`src/rtl/pulse_stretcher_pkg.sv`:
```
// tow_pkg: shared FSM encoding, default pulse timing and counter sizing helper
// Ports: none (package). Used by pulse_stretcher and pulse_stretcher_if.
package tow_pkg;
   typedef enum logic [1:0] {ST_IDLE = 2'd0, ST_HOLD = 2'd1, ST_GAP = 2'd2} state_t;
   localparam int DEF_HOLD_CYC = 4;
   localparam int DEF_GAP_CYC = 2;
   localparam int DEF_PEND_W = 3;
   function automatic int cnt_width(input int hold_cyc, input int gap_cyc);
      int m;
      m = hold_cyc > gap_cyc ? hold_cyc : gap_cyc;
      return m <= 1 ? 1 : $clog2(m);
   endfunction
endpackage

```
`src/rtl/pulse_stretcher_if.sv`:
```
// pulse_stretcher_if: strobe in, stretched level and queue status out
// Ports: strobe (event), lvl_out (level), busy, pend[PEND_W] (queued strobes), ovf (sticky loss)
// master drives strobe (producer side), slave is the stretcher.
interface pulse_stretcher_if import tow_pkg::*; #(parameter int PEND_W = DEF_PEND_W);
   logic strobe;
   logic lvl_out;
   logic busy;
   logic [PEND_W-1:0] pend;
   logic ovf;
   modport master(output strobe, input lvl_out, busy, pend, ovf);
   modport slave(input strobe, output lvl_out, busy, pend, ovf);
endinterface

```
`src/rtl/pulse_stretcher_cnt.sv`:
```
// stretch_cnt: loadable down-counter that parks at zero and flags it
// Ports: clk, rst, load, load_val[W], dec, zero
module stretch_cnt #(parameter int W = 2) (
   input  logic         clk,
   input  logic         rst,
   input  logic         load,
   input  logic [W-1:0] load_val,
   input  logic         dec,
   output logic         zero
);
   logic [W-1:0] cnt_q, cnt_d;
   always_comb cnt_d = load ? load_val : (dec && cnt_q != '0) ? cnt_q - W'(1) : cnt_q;
   always_ff @(posedge clk) cnt_q <= rst ? '0 : cnt_d;
   assign zero = cnt_q == '0;
endmodule

```
`src/rtl/pulse_stretcher.sv`:
```
// pulse_stretcher: stretches one-cycle strobes into HOLD_CYC-wide pulses separated by GAP_CYC low cycles
// Ports: clk, rst (sync, active-high), bus (pulse_stretcher_if.slave: strobe in; lvl_out, busy, pend, ovf out)
// Macro PULSE_STRETCHER_RETRIG_EN: a strobe during HOLD extends the current pulse instead of queueing.
module pulse_stretcher import tow_pkg::*; #(
   parameter int HOLD_CYC = DEF_HOLD_CYC,
   parameter int GAP_CYC  = DEF_GAP_CYC,
   parameter int PEND_W   = DEF_PEND_W
) (
   input logic clk,
   input logic rst,
   pulse_stretcher_if.slave bus
);
   localparam int CW = cnt_width(HOLD_CYC, GAP_CYC);
   localparam logic [CW-1:0] HOLD_LD = CW'(HOLD_CYC - 1);
   localparam logic [CW-1:0] GAP_LD = CW'(GAP_CYC - 1);
   localparam logic [PEND_W-1:0] PEND_MAX = '1;
   state_t state_q, state_d;
   logic [PEND_W-1:0] pend_q, pend_d;
   logic ovf_q, ovf_d;
   logic load, zero, pend_dec, q_inc, retrig;
   logic [CW-1:0] load_val;
   stretch_cnt #(.W(CW)) u_cnt (
      .clk(clk),
      .rst(rst),
      .load(load),
      .load_val(load_val),
      .dec(state_q != ST_IDLE),
      .zero(zero)
   );
   always_ff @(posedge clk) begin
      if (rst) begin
         state_q <= ST_IDLE;
         pend_q <= '0;
         ovf_q <= 1'b0;
      end else begin
         state_q <= state_d;
         pend_q <= pend_d;
         ovf_q <= ovf_d;
      end
   end
   always_comb begin
      state_d = state_q;
      load = 1'b0;
      load_val = HOLD_LD;
      pend_dec = 1'b0;
      retrig = 1'b0;
      case (state_q)
         ST_IDLE: if (bus.strobe) begin
            state_d = ST_HOLD;
            load = 1'b1;
         end
         ST_HOLD:
`ifdef PULSE_STRETCHER_RETRIG_EN
            if (bus.strobe) begin
               load = 1'b1;
               retrig = 1'b1;
            end else
`endif
            if (zero) begin
               state_d = ST_GAP;
               load = 1'b1;
               load_val = GAP_LD;
            end
         ST_GAP: if (zero) begin
            if (pend_q != '0) begin
               state_d = ST_HOLD;
               load = 1'b1;
               pend_dec = 1'b1;
            end else state_d = ST_IDLE;
         end
         default: state_d = ST_IDLE;
      endcase
   end
   // a queued strobe coinciding with a replay start cancels out: no change, no overflow
   always_comb begin
      q_inc = bus.strobe && state_q != ST_IDLE && !retrig;
      pend_d = (q_inc == pend_dec) ? pend_q :
               q_inc ? (pend_q == PEND_MAX ? pend_q : pend_q + PEND_W'(1)) : pend_q - PEND_W'(1);
      ovf_d = ovf_q || (q_inc && !pend_dec && pend_q == PEND_MAX);
   end
   always_comb begin
      bus.lvl_out = state_q == ST_HOLD;
      bus.busy = state_q != ST_IDLE;
      bus.pend = pend_q;
      bus.ovf = ovf_q;
   end
endmodule

```
`src/flat_wrapper.sv`:
```
// flat-port wrapper written by rule: the top's interface ports become plain ports
module pulse_stretcher_flat import tow_pkg::*;
#(
   parameter int HOLD_CYC = DEF_HOLD_CYC,
   parameter int GAP_CYC  = DEF_GAP_CYC,
   parameter int PEND_W   = DEF_PEND_W
)
  (clk, rst, bus_strobe, bus_lvl_out, bus_busy, bus_pend, bus_ovf);
  pulse_stretcher_if #(.PEND_W(PEND_W)) bus_i ();
  input logic clk;
  input logic rst;
  input wire logic [$bits(bus_i.strobe)-1:0] bus_strobe;
  output wire logic [$bits(bus_i.lvl_out)-1:0] bus_lvl_out;
  output wire logic [$bits(bus_i.busy)-1:0] bus_busy;
  output wire logic [$bits(bus_i.pend)-1:0] bus_pend;
  output wire logic [$bits(bus_i.ovf)-1:0] bus_ovf;
  assign bus_i.strobe = bus_strobe;
  assign bus_lvl_out = bus_i.lvl_out;
  assign bus_busy = bus_i.busy;
  assign bus_pend = bus_i.pend;
  assign bus_ovf = bus_i.ovf;
  pulse_stretcher #(.HOLD_CYC(HOLD_CYC), .GAP_CYC(GAP_CYC), .PEND_W(PEND_W)) u_core (.clk(clk), .rst(rst), .bus(bus_i));
endmodule
```
`config.mk`:
```
export PLATFORM = sky130hd
export DESIGN_NAME = pulse_stretcher_flat
export DESIGN_NICKNAME = d
export VERILOG_FILES = /design/src/rtl/pulse_stretcher_pkg.sv /design/src/rtl/pulse_stretcher_if.sv /design/src/rtl/pulse_stretcher_cnt.sv /design/src/rtl/pulse_stretcher.sv /design/src/flat_wrapper.sv
export SDC_FILE = /design/constraint.sdc
export NUM_CORES = 1
export LEC_CHECK = 0
export CORE_AREA = 2 2 39 41
export DETAILED_ROUTE_END_ITERATION = 8
export DIE_AREA = 0 0 41 43
export HOLD_SLACK_MARGIN = 0.05
export MAX_ROUTING_LAYER = met4
export SKIP_CTS_REPAIR_TIMING = 1
export SLEW_MARGIN = 10
export SYNTH_ARGS = -nofsm -noshare
export SYNTH_HDL_FRONTEND = slang
export SYNTH_HIERARCHICAL = 1
export SYNTH_SLANG_ARGS = --single-unit
```
`constraint.sdc`:
```
create_clock -name clk -period 2.7 [get_ports clk]
set_input_delay 0.675 -clock clk [delete_from_list [all_inputs] [get_ports clk]]
set_output_delay 0.675 -clock clk [all_outputs]
set_load 0.05 [all_outputs]
```
**Yosys cells after proc, flatten, opt, wreduce, memory -nomap -nowiden**

Index checks and enable logic that the tools add are counted.

- Register bits: 8
- Bits in latches: 0
- Bits in writable memories: 0
- ROM bits: 0
- Output and inout port bits: 6
- Logic and storage cells: 47
- Memories kept: 0

- Add/sub/neg operators: 3
- Multiply operators: 0
- Divide/modulo/power cells: 0
- Magnitude comparators: 0
- Eq/ne operators: 8
- Shifts and indexed selects: 0
- Mux-type cells: 17
- Bitwise operators: 1
- Reduce and logical (&&, ||, !) cells: 14

Operator list:

| operator | count |
|---|---|
| $mux W2 | 7 |
| $mux W1 | 6 |
| $mux W3 | 2 |
| $ne A2 B2 Y1 const B | 3 |
| $pmux W2 S3 | 1 |
| $reduce_bool A2 Y1 | 3 |
| $logic_and A1 B1 Y1 | 4 |
| $logic_not A2 Y1 | 2 |
| $add A3 B1 Y3 const B | 1 |
| $eq A3 B3 Y1 const B | 1 |
| $pmux W1 S3 | 1 |
| $reduce_and A3 Y1 | 1 |
| $reduce_bool A3 Y1 | 1 |
| $sub A3 B1 Y3 const B | 1 |
| $eq A2 B1 Y1 const B | 1 |
| $eq A2 B2 Y1 const B | 1 |
| $ne A2 B1 Y1 const B | 1 |
| $reduce_and A2 Y1 | 1 |
| $sub A2 B1 Y2 const B | 1 |
| $eq A1 B1 Y1 | 1 |
| $logic_not A1 Y1 | 1 |
| $logic_or A1 B1 Y1 | 1 |
| $not A1 Y1 | 1 |

**Longest topological paths before layout**

- Depth in word-level cells: 8
- Depth in mapped cells: 8

**By module**

The synthesis kept the hierarchy.

By module, submodules not included:

| module | times used | cells each | area an instance (um^2) | sequential area each (um^2) |
|---|---|---|---|---|
| pulse_stretcher | 1 | 42 | 357.8 | 120.1 |
| stretch_cnt | 1 | 14 | 126.4 | 40.0 |

**Worst setup path before layout**

OpenSTA, ideal clock, no wires.

- Kind: register to register
- From: register u_core.pend_q[0] (netlist: u_core/bus.pend[0])
- To: register u_core.pend_q[2] (netlist: u_core/bus.pend[2])
- Arrival time: 2.029 ns
- Required time: 2.626 ns
- Path slack: 0.596 ns
- Cell stages (with the launch flop): 6
- Buffers on the path: 0
- Clock period less this slack: 2.104 ns
- Cells stage by stage: dfxtp_1 nor3_1 or3_1 ha_1 or3_1 a31oi_1

- Cells in the longest elaborated chain, start to end: 7

RTL lines:

| item | RTL line | RTL |
|---|---|---|
| from (decl) | pulse_stretcher.sv:18 | `logic [PEND_W-1:0] pend_q, pend_d;` |
| from (signal assigned) | pulse_stretcher.sv:37 | `pend_q <= pend_d;` |
| $reduce_bool A3 Y1 | pulse_stretcher.sv:65 | `if (pend_q != '0) begin` |
| $mux W1 | pulse_stretcher.sv:65 |  |
| $mux W1 | pulse_stretcher.sv:64 | `ST_GAP: if (zero) begin` |
| $mux W1 | pulse_stretcher.sv:47 | `case (state_q)` |
| $eq A1 B1 Y1 | pulse_stretcher.sv:77 | `pend_d = (q_inc == pend_dec) ? pend_q :` |
| $not A1 Y1 (no source line) | -- |  |
| $reduce_and A2 Y1 (no source line) | -- |  |

Several ways; a longest one is shown, not always the timed one. The select of a mux whose other input is x is not followed.
A chain may end at the register's enable or synchronous reset.

**Final worst setup path**

- From: register u_core.state_q[0]
- To: output port bus_lvl_out

- Cells in the longest elaborated chain, start to end: 1

RTL lines:

| item | RTL line | RTL |
|---|---|---|
| from (decl) | pulse_stretcher.sv:17 | `state_t state_q, state_d;` |
| from (signal assigned) | pulse_stretcher.sv:36 | `state_q <= state_d;` |
| $eq A2 B1 Y1 | pulse_stretcher.sv:82 | `bus.lvl_out = state_q == ST_HOLD;` |
| to (decl) | flat_wrapper.sv:13 | `output wire logic [$bits(bus_i.lvl_out)-1:0] bus_lvl_out;` |

No other way between the ends.

==> summary.txt <==
Status: completed
Internal Power: 290.3 µW
Setup violations, final: 0
Worst Clk Skew: 0.0006662 ns
Width of the die: 41 µm
Sequential share of power: 34.3%
Number of diodes: 0
GPL Wtd Cong: 0.6974
Max Slew Vio Count: 0
Leak: 0.2250 nW
CP Data Required Time: 2.03 ns
Post-DRT Antenna Nets: 0
Commonest cells post-synth: dfxtp_1, inv_1, nand2_1, nor2_1, a21oi_1
CTS Buffer Depth: 2
Post-synth top area share: 33.07%
Sequential area share after synthesis: 33.07%
Final WL: 882 µm
TritonRoute pass-1 iters: 4
Top FF cell, synth: dfxtp_1
RSZ-0062 raised after global routing: no
Mapped Avg Cell Area: 8.647 µm²
Vias: 406
Largest net degree at the start of global routing: 9
Critical path peak fanout: 8
Die area: 1763 µm²
Crit share post-route: 89.55%
Synth warn: 6
Sw Share: 42.28%
NumNets Final: 74
Async SR Flop Fraction: 0%
RR Endpoint: u_core/bus.pend[2]
Critical path type: reg -> out
Detailed-placement wirelength estimate: 613.4 µm
DRC Markers: 0
FF+latch count, synth: 8
Fillers: 136
Worst Reg2Reg Path Length in Cells: 7
Hold path depth: 2
Vias/cell: 4.951
Vias in the first global route: 395
Total GRT Usage: 13.13%
Minimum clock period: 2.418 ns
Area leader, netlist: dfxtp_1
Initial Util: 34.99%
Mapped cell area: 484.2 µm²
Area Overhead vs Synth: 23.00%
Gate Count Post-Synth: 56
Critical Path Start Type: flop
Clock sinks: 8
Clock network power share: 19.2%
Comb pwr share: 46.5%
Critical path arrival: 1.74 ns
Switching power: 212.6 µW
Post-synth EDFFs: 0
Wire length per cell: 10.76 µm
Initial antenna violation count: 0
Worst-skew pair later-pin latency: 0.25 ns
Setup crit end kind: primary output
Multi-input gate area: 294.0 µm²
Fin. Hold Viols: 0
Largest cells by area after synthesis: dfxtp_1, ha_1, a21oi_1
CTS clk-pin slew, worst paths: 0.06 ns
Max-cap violations: 0
Worst Hold Class: reg -> reg
Max frequency: 0.4136 GHz
Post-synth cell types: 27
Global-route wire length before repair: 1.490 mm
# IOs: 9
CTS Buf Count: 3
Htree depth: 1
Die H: 43 µm
Port buffer count: 8
Hold Slack: 0.4869 ns
Crit Reg-Reg Startpoint: u_core/u_cnt/cnt_q[0]
VDD IR max: 0.3605 mV
TritonCTS clock tree: done
DRT iter0 DRCs: 13
Root Buffer: clkbuf_4
Net Count, Synth: 62
Share of cells above drive strength 1: 10.61%
Hold EP: u_core/bus.ovf
Pwr Density: 844.5 nW/µm²
FF+latch area: 160.2 µm²
Sum of negative setup slack: 0 ns
Reg2reg setup slack: 0.63 ns
Count leader, synth: dfxtp_1
Core ar.: 1384 µm²
Gr ovfl total: 0
Placement Rows: 14
HP Start: u_core/bus.ovf
[flip-flops by register name (all words and copies together), names as in the netlist]
| register | count |
|---|---|
| u_core/state_q | 2 |
| u_core/bus.ovf | 1 |
| u_core/u_cnt/cnt_q | 2 |
| u_core/bus.pend | 3 |
[cell families after synthesis]
kind of cell	share of synthesized area, %
AOI/OAI and AO/OA	20.93
buffers and inverters	6.202
and+or+nand+nor	24.03
other	0.7745
muxes	2.067
xor gates and xnor gates	3.618
DFF	33.07
adders and majority gates	9.302
[per-layer routing]
layer / vias to the layer above / global-route usage (%) / wire length [µm]
met1: 182 / 15.69 / 458
met5: - / - / 0
met4: 0 / 8.000 / 0
met2: 9 / 16.88 / 375
li1: 215 / - / -
met3: 0 / 6.806 / 47
[area by class of cell]
class                   count  area share (%)
multi-input cells          42           49.37
flip-flops and latches      8           26.89
repair buffers              8           13.45
clock buffers               3           3.782
inverters                   5           3.151
well taps                  16           3.361
[worst max-delay path, cell delays in order, from the launching register on]
cell and delay (ns):
dfxtp_1 0.50, and2b_1 0.19, clkdlybuf4s50_1 0.80
[placed cells by master (no fill, tap or decap)]
master | netlist | layout
clkdlybuf4s50_1 | 0 | 8
dfxtp_1 | 8 | 8
inv_1 | 5 | 5
nand2_1 | 5 | 5
nor2_1 | 5 | 5
a21oi_1 | 4 | 4
clkbuf_4 | 0 | 3
nor3_1 | 3 | 3
or3_1 | 2 | 2
nand3_1 | 2 | 2
o211ai_1 | 2 | 2
xnor2_1 | 2 | 2
ha_1 | 2 | 2
or2_2 | 1 | 1
o21ai_4 | 1 | 1
mux2i_1 | 1 | 1
o21ai_0 | 1 | 1
and2b_1 | 1 | 1
a31oi_1 | 1 | 1
a41oi_1 | 1 | 1
nor2b_1 | 1 | 1
o31a_1 | 1 | 1
a211o_1 | 1 | 1
fa_1 | 1 | 1
nor2b_4 | 1 | 1
nand3b_1 | 1 | 1
conb_1 | 1 | 1
a211oi_2 | 1 | 1
[worst max path at each step]
stage	from	slack (ns)	endpoint	cells past startpoint
2_1_floorplan	u_core/bus.pend[0]	0.60	u_core/bus.pend[2]	5
3_3_place_gp	bus_strobe	0.29	u_core/bus.pend[2]	6
3_5_place_dp	bus_strobe	0.28	u_core/bus.pend[2]	6
4_1_cts	u_core/state_q[0]	0.26	bus_busy	2
5_1_grt	u_core/state_q[0]	0.16	bus_lvl_out	2
6_report	u_core/state_q[0]	0.28	bus_lvl_out	2
[metrics by stage]
step                util, %  instance area (µm²)  setup WS (ns)  power, mW  cells
floorplan                 -                484.2         0.5965     0.3571     56
detailed placement    41.41                573.1         0.2751     0.4081     79
CTS                   43.04                595.6         0.2646     0.5077     82
finish                43.04                595.6         0.2821     0.5029     82
global placement      41.41                573.1         0.2869     0.4123     79
global route          43.04                595.6         0.1606     0.5422     82
[power by group through the flow]
stage / Sequential (mW) / Combinational [mW] / Clock, mW
after floorplan: 0.197 / 0.160 / 0
after global placement: 0.176 / 0.236 / 0
after detailed placement: 0.175 / 0.233 / 0
after CTS: 0.173 / 0.236 / 0.0992
after global routing: 0.177 / 0.257 / 0.108
final: 0.173 / 0.234 / 0.0965
Power figures use the tool's default switching activity.
